**config.mk**
```make
export PLATFORM = sky130hd
export DESIGN_NAME = bit_serializer
export DESIGN_NICKNAME = d
export VERILOG_FILES = /design/src/rtl/bit_serializer.sv
export SDC_FILE = /design/constraint.sdc
export NUM_CORES = 1
export LEC_CHECK = 0
export ABC_AREA = 1
export CAP_MARGIN = 20
export CORE_UTILIZATION = 54
export CTS_CLUSTER_SIZE = 8
export DETAILED_ROUTE_END_ITERATION = 6
export GPL_ROUTABILITY_DRIVEN = 0
export HOLD_SLACK_MARGIN = 0.1
export PLACE_DENSITY = 0.82
export SYNTH_ARGS = -nofsm -noshare
export SYNTH_HDL_FRONTEND = slang
export SYNTH_SLANG_ARGS = --single-unit
```
**constraint.sdc**
```tcl
create_clock -name clk -period 1.6 [get_ports clk]
set_input_delay 0.16 -clock clk [delete_from_list [all_inputs] [get_ports clk]]
set_output_delay 0.16 -clock clk [all_outputs]
set_load 0.1 [all_outputs]
```
**src/rtl/bit_serializer.sv**
```systemverilog
// Parallel-to-serial front end: accepts WIDTH-bit words over load/ready and
// shifts them out one bit per clock on x, with a one-word holding buffer.
module bit_serializer #(
  parameter int WIDTH     = 8,
  parameter bit MSB_FIRST = 1'b1
) (
  input  logic             clk,
  input  logic             reset,
  input  logic [WIDTH-1:0] data_in,
  input  logic             load,
  output logic             ready,
  output logic             x,
  output logic             x_valid,
  output logic             word_done
);

  localparam int CNT_W = ($clog2(WIDTH) > 3) ? $clog2(WIDTH) : 3;
  localparam logic [CNT_W-1:0] LAST_CNT = CNT_W'(WIDTH - 1);
  localparam logic [CNT_W-1:0] PRE_LAST_CNT = CNT_W'(WIDTH - 2);

  typedef enum logic [0:0] {
    IDLE  = 1'b0,
    SHIFT = 1'b1
  } state_t;

  // The shifter keeps the bit currently on x at its head position.
  function automatic logic head_bit(input logic [WIDTH-1:0] w);
    if (MSB_FIRST) begin
      return w[WIDTH-1];
    end else begin
      return w[0];
    end
  endfunction

  function automatic logic [WIDTH-1:0] advance(input logic [WIDTH-1:0] w);
    if (MSB_FIRST) begin
      return {w[WIDTH-2:0], 1'b0};
    end else begin
      return {1'b0, w[WIDTH-1:1]};
    end
  endfunction

  state_t             state_r, state_s;
  logic [WIDTH-1:0]   shift_r, shift_s;
  logic [CNT_W-1:0]   bit_cnt_r, bit_cnt_s;
  logic [WIDTH-1:0]   hold_data_r, hold_data_s;
  logic               hold_full_r, hold_full_s;
  logic               x_r, x_s;
  logic               x_valid_r, x_valid_s;
  logic               word_done_r, word_done_s;
  logic               ready_r, ready_s;
  logic               accept_s;

  assign accept_s  = load && ready_r;
  assign ready     = ready_r;
  assign x         = x_r;
  assign x_valid   = x_valid_r;
  assign word_done = word_done_r;

  // Next-state, shifter, holding buffer and next output values.
  always_comb begin
    state_s     = state_r;
    shift_s     = shift_r;
    bit_cnt_s   = bit_cnt_r;
    hold_data_s = hold_data_r;
    hold_full_s = hold_full_r;
    x_valid_s   = 1'b0;
    word_done_s = 1'b0;
    case (state_r)
      IDLE: begin
        if (accept_s) begin
          shift_s   = data_in;
          bit_cnt_s = {CNT_W{1'b0}};
          state_s   = SHIFT;
          x_valid_s = 1'b1;
        end else begin
          state_s   = IDLE;
        end
      end
      SHIFT: begin
        if (bit_cnt_r == LAST_CNT) begin
          // End of word: buffered word wins, else bypass, else go idle.
          if (hold_full_r) begin
            shift_s     = hold_data_r;
            hold_full_s = 1'b0;
            bit_cnt_s   = {CNT_W{1'b0}};
            x_valid_s   = 1'b1;
          end else if (accept_s) begin
            shift_s     = data_in;
            bit_cnt_s   = {CNT_W{1'b0}};
            x_valid_s   = 1'b1;
          end else begin
            state_s     = IDLE;
            shift_s     = {WIDTH{1'b0}};
            bit_cnt_s   = {CNT_W{1'b0}};
          end
        end else begin
          shift_s     = advance(shift_r);
          bit_cnt_s   = bit_cnt_r + CNT_W'(1);
          x_valid_s   = 1'b1;
          word_done_s = (bit_cnt_r == PRE_LAST_CNT);
          if (accept_s) begin
            hold_data_s = data_in;
            hold_full_s = 1'b1;
          end else begin
            hold_full_s = hold_full_r;
          end
        end
      end
      default: begin
        state_s     = IDLE;
        shift_s     = {WIDTH{1'b0}};
        bit_cnt_s   = {CNT_W{1'b0}};
        hold_full_s = 1'b0;
      end
    endcase
    if (x_valid_s) begin
      x_s = head_bit(shift_s);
    end else begin
      x_s = 1'b0;
    end
    ready_s = !hold_full_s;
  end

  // State and registered outputs; reset clears everything immediately.
  always_ff @(posedge clk or negedge reset) begin
    if (!reset) begin
      state_r     <= IDLE;
      shift_r     <= {WIDTH{1'b0}};
      bit_cnt_r   <= {CNT_W{1'b0}};
      hold_data_r <= {WIDTH{1'b0}};
      hold_full_r <= 1'b0;
      x_r         <= 1'b0;
      x_valid_r   <= 1'b0;
      word_done_r <= 1'b0;
      ready_r     <= 1'b1;
    end else begin
      state_r     <= state_s;
      shift_r     <= shift_s;
      bit_cnt_r   <= bit_cnt_s;
      hold_data_r <= hold_data_s;
      hold_full_r <= hold_full_s;
      x_r         <= x_s;
      x_valid_r   <= x_valid_s;
      word_done_r <= word_done_s;
      ready_r     <= ready_s;
    end
  end

endmodule

```
==> flow_summary.ini, run 1 <==
[layout]
nets = 169
mostFrequentLayoutCell = nand2_1
multi_input_area_sq_um = 543.0
final_cells = 180
area_growth_pct = 17.66
drive_above_1_share = 0.2288
fill_cells = 166
antenna_cells = 0
layout_common_cells = 37 x nand2_1, 22 x dfrtp_1, 13 x nand3_1
seq_area_sq_um = 603.1
final_cell_area_sq_um = 1459

[route]
vias = 929
wl_per_cell_microns = 12.64
drcViolationCount = 0
drtIter0Drc = 26
drt_first_pass_iters = 4
wl_microns = 2276
viasPerCell = 5.161
antenna_left = 0

[synthesis]
ys_warn_count = 0
synthArstFlopShare = 1.000
synthFlopType = dfrtp_1
synth-seq-cells = 24
synth_edf_count = 0
synth_cell_types = 24
synth_nets = 152
synth_cells = 137
syn_area_sq_um = 1240
syn_area_per_cell_sq_um = 9.051
ys_seq_area_frac = 0.4854

[grt]
grt_pass1_wl_microns = 3967
grt_usage = 0.2141
grt_max_degree = 25
antenna_found_initial = 0
grt-ovfl-total = 0
grt_pass1_vias = 918

[worst_setup_path]
worstPathRequired_ns = 1.86
criticalPathCategory = register to register
worstSetupEndpointType = register
worstRegToRegCells = 7
worst-path-max-fanout = 12
startpoint_type = register
cp.arrival_ns = 1.71

[timing]
maxSlewViolCount = 0
max_freq_ghz = 0.6872
final.setup_skew_ns = 0.0009117
grt_setup_unrepaired = no
hold_violations = 0
hold_slack_ns = 0.1775
setup_viol = 0
slew-limit-headroom = 0.7686
setup_tns_ns = 0
finalCriticalPeriod_ns = 1.455
tightest_slew_ns = 0.3471
period_share = 0.9095

[cts]
numCtsBuffers = 3
cts_resized = 0
clockBufferDepth = 2
tritoncts = done
clkTransAtPathRegs_ns = 0.12
htreeDepth = 1
clkLatencyLatePin_ns = 0.31
cts_setup_buffers = 0
cts_hold_buf = 0
cts_sinks = 24
clock_tree.root_cell = clkbuf_4

[job]
max_cap_violations = 0

[placed_design]
dp.cells = 176
dpl.hpwl_microns = 1700
port_buffers = 14
placed_area_sq_um = 1423

[power]
power_density_nw_per_um2 = 2055
ir_drop_mv = 1.440
leakagePower_nw = 0.6929
finalPower_mw = 2.998

[floorplanning]
die_w_microns = 49.92
start_util = 0.6013
core_sq_um = 2062
dieArea_sq_um = 2492
num_rows = 16
die_y_microns = 49.92
pin_count = 15

[min_path]
hold_class = primary input to asynchronous set/reset pin

[run_status]
outcome = complete, no violations
[cells in the mapped netlist (3+ instances only)]
cell	count	share of area
nand3_1	13	0.052
inv_2	3	0.0091
nand2_1	37	0.11
o21ai_2	7	0.049
nand2_2	4	0.020
inv_1	8	0.024
dfrtp_1	23	0.46
o21ai_1	3	0.012
ha_1	4	0.040
nor2_1	12	0.036
a21oi_1	6	0.024
o21ai_0	3	0.012
[critical path, cell delays in order (launching register included)]
cell,delay (ns)
dfrtp_1,0.43
ha_1,0.23
ha_1,0.18
inv_1,0.08
nand2_4,0.14
nor2_8,0.19
nand2_1,0.07
nand2_1,0.08
[layer usage]
| metal | vias to the layer above | global-route usage | part of all wire |
|---|---|---|---|
| met5 | - | 0 | 0 |
| met4 | 0 | 0.02857 | 0.0022 |
| met3 | 2 | 0.07407 | 0.064 |
| met2 | 31 | 0.3649 | 0.47 |
| met1 | 423 | 0.2663 | 0.46 |
| li1 | 473 | - | - |
[worst paths after layout]
kind | from | end | slack, ns
min | reset | hold_data_r[1] | 0.18
min reg2reg | hold_data_r[6] | hold_data_r[6] | 0.49
max | bit_cnt_r[0] | hold_data_r[1] | 0.14
min in group clk | data_in[6] | hold_data_r[6] | 0.43
max reg2reg | bit_cnt_r[0] | hold_data_r[1] | 0.14
max in group asynchronous | reset | ready | 1.13
[area by class of cell]
type	instances	share of cell area
clock buffers	4	0.02487
inverters	12	0.03259
multi-input cells	97	0.3722
flip-flops and latches	24	0.4134
well taps	27	0.02316
repair buffers	16	0.1338
[metrics by stage]
| step | setup WS [ns] | util |
|---|---|---|
| after floorplan | 0.02819 | - |
| final | 0.1447 | 0.7075 |
| after CTS | 0.1198 | 0.7075 |
| after detailed placement | 0.1577 | 0.6899 |
| after global placement | 0.1834 | 0.6899 |
| after global routing | 0.03009 | 0.7075 |
[flip-flops by register name (all words and copies together) (netlist names)]
register,cells
bit_cnt_r,3
hold_data_r,8
hold_full_r,1
ready,1
shift_r,8
word_done,1
x,1
x_valid,1
[cells by family after synthesis]
logic type,after synthesis,share of synthesized area
AO/OA/AOI/OAI,21,0.1211
adder cells (fa/ha/maj),4,0.04036
buffers and inverters,16,0.07669
flip-flops,24,0.4854
AND/OR/NAND/NOR,72,0.2765
[power breakdown]
| part | total, mW | internal [mW] | leakage [nW] | switching [mW] |
|---|---|---|---|---|
| combinational | 1.53 | 0.544 | 0.373 | 0.990 |
| clock | 0.311 | 0.139 | 0.0210 | 0.171 |
| sequential | 1.15 | 0.889 | 0.299 | 0.265 |
| total | 3.00 | 1.57 | 0.693 | 1.43 |
Power figures use the tool's default switching activity.
==> inputs of run 2 (changes only) <==
--- a/config.mk
+++ b/config.mk
@@ -7,12 +7,13 @@
 export LEC_CHECK = 0
 export ABC_AREA = 1
 export CAP_MARGIN = 20
-export CORE_UTILIZATION = 54
+export CORE_ASPECT_RATIO = 1.1
+export CORE_UTILIZATION = 40
 export CTS_CLUSTER_SIZE = 8
 export DETAILED_ROUTE_END_ITERATION = 6
 export GPL_ROUTABILITY_DRIVEN = 0
 export HOLD_SLACK_MARGIN = 0.1
-export PLACE_DENSITY = 0.82
+export PLACE_DENSITY = 0.65
 export SYNTH_ARGS = -nofsm -noshare
 export SYNTH_HDL_FRONTEND = slang
 export SYNTH_SLANG_ARGS = --single-unit
==> flow_summary.ini, run 2 (synthesized netlist as in run 1, its figures left out) <==
[run_status]
outcome = complete, no violations

[timing]
setup_viol = 0
fin_ws_ns = 0.1301
hold_slack_ns = 0.1731
finalCriticalPeriod_ns = 1.470
final.setup_skew_ns = 0.01225
maxSlewViolCount = 0
setup_tns_ns = 0
period_share = 0.9187
hold_violations = 0
slew-limit-headroom = 0.7517
tightest_slew_ns = 0.3725
max_freq_ghz = 0.6803
grt_setup_unrepaired = no

[floorplanning]
pin_count = 15
die_w_microns = 55.09
start_util = 0.4346
core_sq_um = 2853
die_y_microns = 60.40
dieArea_sq_um = 3327
num_rows = 20

[grt]
grt_usage = 0.1757
grt-ovfl-total = 0
grt_max_degree = 25
antenna_found_initial = 0
grt_pass1_vias = 951
grt_pass1_wl_microns = 4153

[placed_design]
place_ws_ns = 0.1686
port_buffers = 14
dpl.hpwl_microns = 1684
placed_area_sq_um = 1443

[worst_setup_path]
critPathMaxStageDelay_ns = 0.43
worstRegToRegCells = 7
rrSetupSlack_ns = 0.13
cp.arrival_ns = 1.73
worstSetupEndpointType = register
r2r_start = bit_cnt_r[0]
criticalPathCategory = register to register
crit_chain = ha_1 > ha_1 > inv_1 > nand2_4 > nor2_8 > nand2_1 > nand2_1
worst-path-max-fanout = 12
cp_slowest_cell = dfrtp_1
worstPathRequired_ns = 1.86
startpoint_type = register
r2r-end = hold_data_r[6]

[route]
drtIter0Drc = 13
wl_microns = 2325
wl_per_cell_microns = 12.50
viasPerCell = 5.054
drcViolationCount = 0
vias = 940
antenna_left = 0
drt_first_pass_iters = 4

[cts]
clockBufferDepth = 2
tritoncts = done
clkTransAtPathRegs_ns = 0.14
cts_hold_buf = 0
numCtsBuffers = 3
clock_tree.root_cell = clkbuf_4
cts_setup_buffers = 0
cts_resized = 0
cts_sinks = 24
htreeDepth = 1
clkLatencyLatePin_ns = 0.32

[min_path]
hold_class = primary input to asynchronous set/reset pin

[layout]
drive_above_1_share = 0.2288
antenna_cells = 0
area_growth_pct = 19.27
mostFrequentLayoutCell = nand2_1
top_regs = hold_data_r (8), shift_r (8), bit_cnt_r (3)
layout_common_cells = 37 x nand2_1, 22 x dfrtp_1, 13 x nand3_1
nets = 169
final_cell_area_sq_um = 1479

[job]
max_cap_violations = 0

[power]
power_density_nw_per_um2 = 2044
leakagePower_nw = 0.6986
finalPower_mw = 3.023
ir_drop_mv = 1.339
==> run 2: power by group <==
part           internal (mW)  switching, mW  total [mW]
sequential             0.888          0.250        1.14
clock                  0.139          0.187       0.326
combinational          0.565          0.994        1.56
total                   1.59           1.43        3.02
==> run 2: worst max path at each step <==
| stage | startpoint | end | slack, ns | depth (start not counted) |
|---|---|---|---|---|
| after floorplan | ready | x | 0.03 | 6 |
| after global placement | bit_cnt_r[0] | hold_data_r[7] | 0.21 | 6 |
| after detailed placement | bit_cnt_r[0] | hold_data_r[6] | 0.17 | 7 |
| after CTS | bit_cnt_r[0] | hold_data_r[6] | 0.12 | 7 |
| after global routing | bit_cnt_r[0] | hold_data_r[5] | 0.02 | 7 |
| final | bit_cnt_r[0] | hold_data_r[6] | 0.13 | 7 |
==> run 2: through the flow <==
stage               utilization  cells
detailed placement       0.5057    182
CTS                      0.5184    186
finish                   0.5184    186
floorplan                     -    137
global route             0.5184    186
global placement         0.5057    182
==> run 2: final cells by class <==
cell class,count,area (sq um)
clock buffer,4,36.28
fill,279,1374
inverter,12,47.55
multi-input combinational,97,543.0
sequential,24,603.1
tap,33,41.29
timing repair buffer,16,207.7
==> run 2: critical path, delay by kind of cell (launching register included) <==
kind	cells	cell delay [ns]
DFF	1	0.43
and+or+nand+nor	4	0.48
buffers and inverters	1	0.08
adders and majority gates	2	0.41
==> run 2: routing by layer <==
layer  vias up  track usage  wire length, microns
met2        13       0.2874                  1126
met4         0      0.06429                    25
li1        472            -                     -
met5         -            0                     0
met3         3      0.02256                    62
met1       452       0.2360                  1111
